==> src/rtl/i2c_slave.sv <==
// I2C target with a 16-byte register file: pointer-based writes, auto-incrementing
// reads, open-drain SDA drive and a combinational local read-back port.
module i2c_slave #(
    parameter logic [6:0]  SLV_ADDR    = 7'h48,
    parameter int unsigned SYNC_STAGES = 2
) (
    input  logic       clk,
    input  logic       rst_n,
    input  logic       i_scl,
    input  logic       i_sda,
    output logic       o_sda,
    output logic       busy,
    output logic       wr_stb,
    output logic [3:0] wr_addr,
    output logic [7:0] wr_data,
    input  logic [3:0] rd_sel,
    output logic [7:0] rd_data
);

    typedef enum logic [3:0] {
        StIdle,
        StAddr,
        StAddrAck,
        StPtr,
        StPtrAck,
        StWdata,
        StWdataAck,
        StRdata,
        StMack,
        StIgnore
    } state_e;

    logic [SYNC_STAGES-1:0] scl_sync_q, sda_sync_q;
    logic                   scl_prev_q, sda_prev_q;
    logic                   scl_s, sda_s;
    logic                   scl_rise, scl_fall, start_det, stop_det;

    state_e     state_q, state_d;
    logic [2:0] bit_cnt_q, bit_cnt_d;
    logic [7:0] shift_q, shift_d;
    logic       phase_q, phase_d;
    logic [3:0] ptr_q, ptr_d;
    logic       sda_out_q, sda_out_d;
    logic       busy_q, busy_d;
    logic       wr_stb_q, wr_stb_d;
    logic [3:0] wr_addr_q, wr_addr_d;
    logic [7:0] wr_data_q, wr_data_d;
    logic [7:0] regs_q [16];
    logic [7:0] rx_byte, rd_byte;
    logic       byte_done;

    // Synchronizers reset to the idle-bus level so reset release creates no edges.
    always_ff @(posedge clk or negedge rst_n) begin
        if (!rst_n) begin
            scl_sync_q <= '1;
            sda_sync_q <= '1;
            scl_prev_q <= 1'b1;
            sda_prev_q <= 1'b1;
        end else begin
            scl_sync_q <= {scl_sync_q[SYNC_STAGES-2:0], i_scl};
            sda_sync_q <= {sda_sync_q[SYNC_STAGES-2:0], i_sda};
            scl_prev_q <= scl_s;
            sda_prev_q <= sda_s;
        end
    end

    assign scl_s     = scl_sync_q[SYNC_STAGES-1];
    assign sda_s     = sda_sync_q[SYNC_STAGES-1];
    assign scl_rise  = scl_s & ~scl_prev_q;
    assign scl_fall  = ~scl_s & scl_prev_q;
    assign start_det = scl_s & sda_prev_q & ~sda_s;
    assign stop_det  = scl_s & ~sda_prev_q & sda_s;

    assign rx_byte   = {shift_q[6:0], sda_s};
    assign rd_byte   = regs_q[ptr_q];
    assign byte_done = scl_rise && (bit_cnt_q == 3'd7);

    always_ff @(posedge clk or negedge rst_n) begin
        if (!rst_n) begin
            state_q   <= StIdle;
            bit_cnt_q <= '0;
            shift_q   <= '0;
            phase_q   <= 1'b0;
            ptr_q     <= '0;
            sda_out_q <= 1'b1;
            busy_q    <= 1'b0;
            wr_stb_q  <= 1'b0;
            wr_addr_q <= '0;
            wr_data_q <= '0;
        end else begin
            state_q   <= state_d;
            bit_cnt_q <= bit_cnt_d;
            shift_q   <= shift_d;
            phase_q   <= phase_d;
            ptr_q     <= ptr_d;
            sda_out_q <= sda_out_d;
            busy_q    <= busy_d;
            wr_stb_q  <= wr_stb_d;
            wr_addr_q <= wr_addr_d;
            wr_data_q <= wr_data_d;
        end
    end

    // Register file commits one clk after the strobe, from the strobe's own address/data.
    always_ff @(posedge clk or negedge rst_n) begin
        if (!rst_n) begin
            for (int i = 0; i < 16; i++) begin
                regs_q[i] <= 8'h00;
            end
        end else if (wr_stb_q) begin
            regs_q[wr_addr_q] <= wr_data_q;
        end
    end

    always_comb begin
        state_d = state_q;
        if (stop_det) begin
            state_d = StIdle;
        end else if (start_det) begin
            state_d = StAddr;
        end else begin
            case (state_q)
                StAddr: begin
                    if (byte_done) begin
                        state_d = (rx_byte[7:1] == SLV_ADDR) ? StAddrAck : StIgnore;
                    end
                end
                StAddrAck: begin
                    if (scl_fall && phase_q) state_d = shift_q[0] ? StRdata : StPtr;
                end
                StPtr:      if (byte_done) state_d = StPtrAck;
                StPtrAck:   if (scl_fall && phase_q) state_d = StWdata;
                StWdata:    if (byte_done) state_d = StWdataAck;
                StWdataAck: if (scl_fall && phase_q) state_d = StWdata;
                StRdata:    if (scl_fall && bit_cnt_q == 3'd0) state_d = StMack;
                StMack: begin
                    if (scl_rise && sda_s) begin
                        state_d = StIgnore;
                    end else if (scl_fall && phase_q) begin
                        state_d = StRdata;
                    end
                end
                default: state_d = state_q;
            endcase
        end
    end

    // phase_q marks the second half of a ninth-bit slot (ACK driven / master ACK seen).
    always_comb begin
        bit_cnt_d = bit_cnt_q;
        shift_d   = shift_q;
        phase_d   = phase_q;
        ptr_d     = ptr_q;
        sda_out_d = sda_out_q;
        busy_d    = busy_q;
        wr_stb_d  = 1'b0;
        wr_addr_d = wr_addr_q;
        wr_data_d = wr_data_q;
        if (stop_det) begin
            sda_out_d = 1'b1;
            busy_d    = 1'b0;
        end else if (start_det) begin
            sda_out_d = 1'b1;
            busy_d    = 1'b1;
            bit_cnt_d = '0;
            phase_d   = 1'b0;
        end else begin
            case (state_q)
                StAddr, StPtr, StWdata: begin
                    if (scl_rise) begin
                        shift_d   = rx_byte;
                        bit_cnt_d = bit_cnt_q + 3'd1;
                    end
                    if (byte_done) begin
                        phase_d = 1'b0;
                        if (state_q == StPtr) ptr_d = rx_byte[3:0];
                        if (state_q == StWdata) begin
                            wr_stb_d  = 1'b1;
                            wr_addr_d = ptr_q;
                            wr_data_d = rx_byte;
                            ptr_d     = ptr_q + 4'd1;
                        end
                    end
                end
                StAddrAck, StPtrAck, StWdataAck: begin
                    if (scl_fall) begin
                        if (!phase_q) begin
                            sda_out_d = 1'b0;
                            phase_d   = 1'b1;
                        end else begin
                            bit_cnt_d = '0;
                            sda_out_d = 1'b1;
                            if (state_q == StAddrAck && shift_q[0]) begin
                                sda_out_d = rd_byte[7];
                                shift_d   = {rd_byte[6:0], 1'b0};
                            end
                        end
                    end
                end
                StRdata: begin
                    if (scl_rise) bit_cnt_d = bit_cnt_q + 3'd1;
                    if (scl_fall) begin
                        if (bit_cnt_q == 3'd0) begin
                            sda_out_d = 1'b1;
                            phase_d   = 1'b0;
                        end else begin
                            sda_out_d = shift_q[7];
                            shift_d   = {shift_q[6:0], 1'b0};
                        end
                    end
                end
                StMack: begin
                    if (scl_rise && !sda_s && !phase_q) begin
                        phase_d = 1'b1;
                        ptr_d   = ptr_q + 4'd1;
                    end
                    if (scl_fall && phase_q) begin
                        bit_cnt_d = '0;
                        sda_out_d = rd_byte[7];
                        shift_d   = {rd_byte[6:0], 1'b0};
                    end
                end
                default: sda_out_d = 1'b1;
            endcase
        end
    end

    assign o_sda   = sda_out_q;
    assign busy    = busy_q;
    assign wr_stb  = wr_stb_q;
    assign wr_addr = wr_addr_q;
    assign wr_data = wr_data_q;
    assign rd_data = regs_q[rd_sel];

endmodule

==> config.mk <==
export PLATFORM = sky130hd
export DESIGN_NAME = i2c_slave
export DESIGN_NICKNAME = d
export VERILOG_FILES = /design/src/rtl/i2c_slave.sv
export SDC_FILE = /design/constraint.sdc
export NUM_CORES = 1
export LEC_CHECK = 0
export ABC_AREA = 1
export BUFFER_PORTS_ARGS = -buffer_cell sky130_fd_sc_hd__buf_2
export CORE_AREA = 4 4 150 152
export CTS_CLUSTER_DIAMETER = 40
export DETAILED_ROUTE_END_ITERATION = 7
export DIE_AREA = 0 0 154 156
export PLACE_DENSITY = 0.7
export SETUP_SLACK_MARGIN = 0.1
export SKIP_LAST_GASP = 1
export SLEW_MARGIN = 30
export SYNTH_ARGS = -nofsm -noshare
export SYNTH_HDL_FRONTEND = slang
export SYNTH_SLANG_ARGS = --single-unit
==> constraint.sdc <==
create_clock -name clk -period 2.3 [get_ports clk]
set_input_delay 0.46 -clock clk [delete_from_list [all_inputs] [get_ports clk]]
set_output_delay 0.46 -clock clk [all_outputs]
set_load 0.005 [all_outputs]
==> out/results.tsv <==
stage	metric	value	unit
synthesis	synth_cells	1255	
drt	vias	8852	
drt	wl_per_cell	18.5	um
sta	period_needed	2120	ps
worst_setup_path	worstReg2RegEnd	shift_q[1]	
synthesis	synth-warning-count	0	
pwr	finalPower	9150	uW
sta	fin_skew	10.3	ps
hold_path	hp-class	in -> reg	
floorplan	coreArea	0.0210	mm^2
floorplan	num_rows	53	
drt	ant_nets	0	
run_status	status	finished clean	
floorplan	die_w	154	um
sta	setup_tns	0	ps
worst_setup_path	cp_slowest_stage_delay	400	ps
pwr	power-per-cell-area	868	mW/mm^2
synthesis	syn_area	0.00924	mm^2
floorplan	die-area	0.0240	mm^2
worst_setup_path	path_max_fanout	3	
sta	max_freq	0.471	GHz
worst_setup_path	cp_num_buf_inv	1	
worst_setup_path	reg2reg_slack	410	ps
worst_setup_path	required	1840	ps
global_route	grt_first_pass_wirelength	45.8	mm
global_route	gr-total-overflow	0	
drt	drt-initial-drc-count	1000	
pwr	ir_worst_vdd	519	uV
global_route	grt_use_total	24.0	%
cells_and_area	final_core_util	50.2	%
hold_path	holdPathEnd	sda_sync_q[0]	
sta	min_period_over_period	92.2	%
synthesis	ys_seq_area_share	45.9	%
place	dp_hpwl	19.1	mm
floorplan	io_pins	31	
sta	slew_viol_final	0	
hold_path	holdPathStages	1	
drt	dr.pass1.iters	6	
clock_tree	cts-root-buf	clkbuf_16	
clock_tree	cts_num_sinks	169	
sta	setup_viol	0	
place	routabilityCongestion	0.912	
sta	worst_slew_pin_slew	746	ps
clock_tree	path_clk_slew	60	ps
cells_and_area	antenna_cells	0	
worst_setup_path	crit_family	compound AO/OA/AOI/OAI gates	
floorplan	initial_core_util	44.0	%
worst_setup_path	cpMaxStageDelayCell	dfrtp_1	
drt	viasPerCell	5.69	
synthesis	yosysUniqueCellTypes	34	
drt	wl	28.8	mm
sta	rsz0062_at_grt	false	
synthesis	syn_avg_cell_area	7.36	um^2
global_route	grt_pass1_vias	8459	
worst_setup_path	rr_worst_depth	9	
global_route	antenna_found_initial	0	
floorplan	die_h	156	um
synthesis	synth-seq-cells	169	
pwr	leakage	0.00471	uW
cells_and_area	fin_nets	1281	
worst_setup_path	cpMostUsedCell	nand2_1	
worst_setup_path	cp_cell_sequence	o21ai_0, nand2_1, o221ai_1, nand2_1, buf_2	
clock_tree	cts_tree	done	
sta	hold_violations	0	
drt	drc_errors	0	
run	cap_violations	0	
clock_tree	clockBufferDepth	2	
worst_setup_path	worst_setup_path_end_kind	primary output	
synthesis	syn_nets	1267	
worst_setup_path	critical_path.startpoint_type	register	
global_route	grt_max_degree	78	
cells_and_area	syn2layout_area_growth	14.1	%
place	io_buffers	30	
cells_and_area	drive_gt1_share	10.5	%
hold_path	min_from	i_sda	
worst_setup_path	r2r-start	state_q[1]	
sta	timing.hold.ws	125	ps
clock_tree	clk_latency	430	ps
worst_setup_path	path_class	reg -> out	
clock_tree	cts_inserted_buffers	17	
clock_tree	cts_max_level	4	
sta	slew_headroom	50.2	%
worst_setup_path	cp_data_arrival_time	1660	ps
cells in the mapped netlist (all sizes together):
cell      n  area share (%)
nand4     5            0.34
o31ai     1           0.081
or2       2            0.14
nand3b    1           0.081
nand3   136             7.5
clkbuf   50             2.0
a21oi    66             3.6
dfstp     7             2.0
o21bai    2            0.16
o21ai   201              11
buf      26             1.4
xor2      2            0.19
inv     109             4.4
nor2     63             2.9
o221ai   10            0.95
mux2i    14             1.5
o22ai     2            0.14
clkinv    2           0.081
o211ai   24             1.9
dfrtp   162              44
nand2   361              15
o311ai    1           0.095
nor3      2            0.23
a31oi     2            0.14
ha        4            0.54
through the flow:
step,cells,setup WS (ps),cell area [um^2]
floorplan,1255,367,9240
finish,1557,178,10500
CTS,1553,140,10500
global placement,1520,144,9830
global route,1557,104,10500
detailed placement,1520,144,9830
cell type report:
cell class,instances,area (um^2)
clock buffer,24,472
clock inverter,8,145
fill,2023,10500
inverter,111,420
multi-input combinational,899,4280
sequential,169,4240
tap,275,344
timing repair buffer,71,641
flip-flops by register name (all words and copies together), names as in the netlist:
register and cells:
wr_stb 1, sda_sync_q 2, busy 1, sda_prev_q 1, scl_sync_q 2, bit_cnt_q 3
phase_q 1, wr_data 8, regs_q 128, scl_prev_q 1, ptr_q 4, shift_q 8
wr_addr 4, state_q 4, o_sda 1
where the power goes:
part	leakage (uW)	switching (uW)	internal (uW)
combinational	0.00210	1950	901
clock	0.000294	1180	1870
sequential	0.00232	133	3110
total	0.00471	3270	5880
per-layer routing:
metal / track usage [%] / wire (um) / up-vias
li1: - / - / 4175
met1: 32.5 / 12100 / 4193
met2: 38.2 / 13100 / 416
met3: 5.35 / 2600 / 68
met4: 8.45 / 931 / 0
met5: 0 / 0 / -
cell usage in the layout (no fill, tap or decap), types with 2 or more instances in the layout:
cell type,Yosys,layout
or2_2,2,2
o22ai_1,2,2
dfrtp_1,162,161
clkbuf_8,0,2
mux2i_1,14,14
nor2_1,56,56
nor2_2,4,4
nand2_1,355,355
clkbuf_16,0,19
buf_2,22,28
buf_6,0,2
o21bai_1,2,2
o21ai_1,2,3
nand3_1,134,134
nand3_2,2,2
bufinv_16,0,4
clkinvlp_4,0,3
clkbuf_1,50,5
ha_1,4,4
buf_4,0,28
o221ai_1,10,9
buf_12,0,9
clkinv_2,0,2
inv_1,100,99
o211ai_1,24,24
nand2_2,5,5
dfstp_2,7,7
a21oi_1,66,66
inv_2,9,9
a31oi_1,2,2
xor2_1,2,2
nor2_4,3,3
nand4_1,5,5
clkinv_1,2,2
o21ai_0,199,198
what timing repair did:
action	in CTS	in global routing
endpoints found under the hold margin	29	0
resized for setup	0	5
endpoints found under the setup margin	0	4
hold buffers	1	0
buffers inserted	0	2
kinds of logic after synthesis:
logic type / synth area share (%)
buf+inv: 7.89
flops: 45.9
simple gates: 26.0
fa+ha+maj: 0.542
mux: 1.52
xor+xnor: 0.190
compound gates: 18.0
worst max-delay path by stage:
stage / start / end / slack [ps] / cells after the start
floorplan: rd_sel[0] / rd_data[1] / 370 / 7
global placement: rd_sel[0] / rd_data[3] / 140 / 7
detailed placement: rd_sel[0] / rd_data[3] / 140 / 7
CTS: rd_sel[0] / rd_data[3] / 140 / 7
global route: regs_q[50] / rd_data[2] / 100 / 7
finish: regs_q[62] / rd_data[6] / 180 / 5
(Power assumes the default switching activity.)
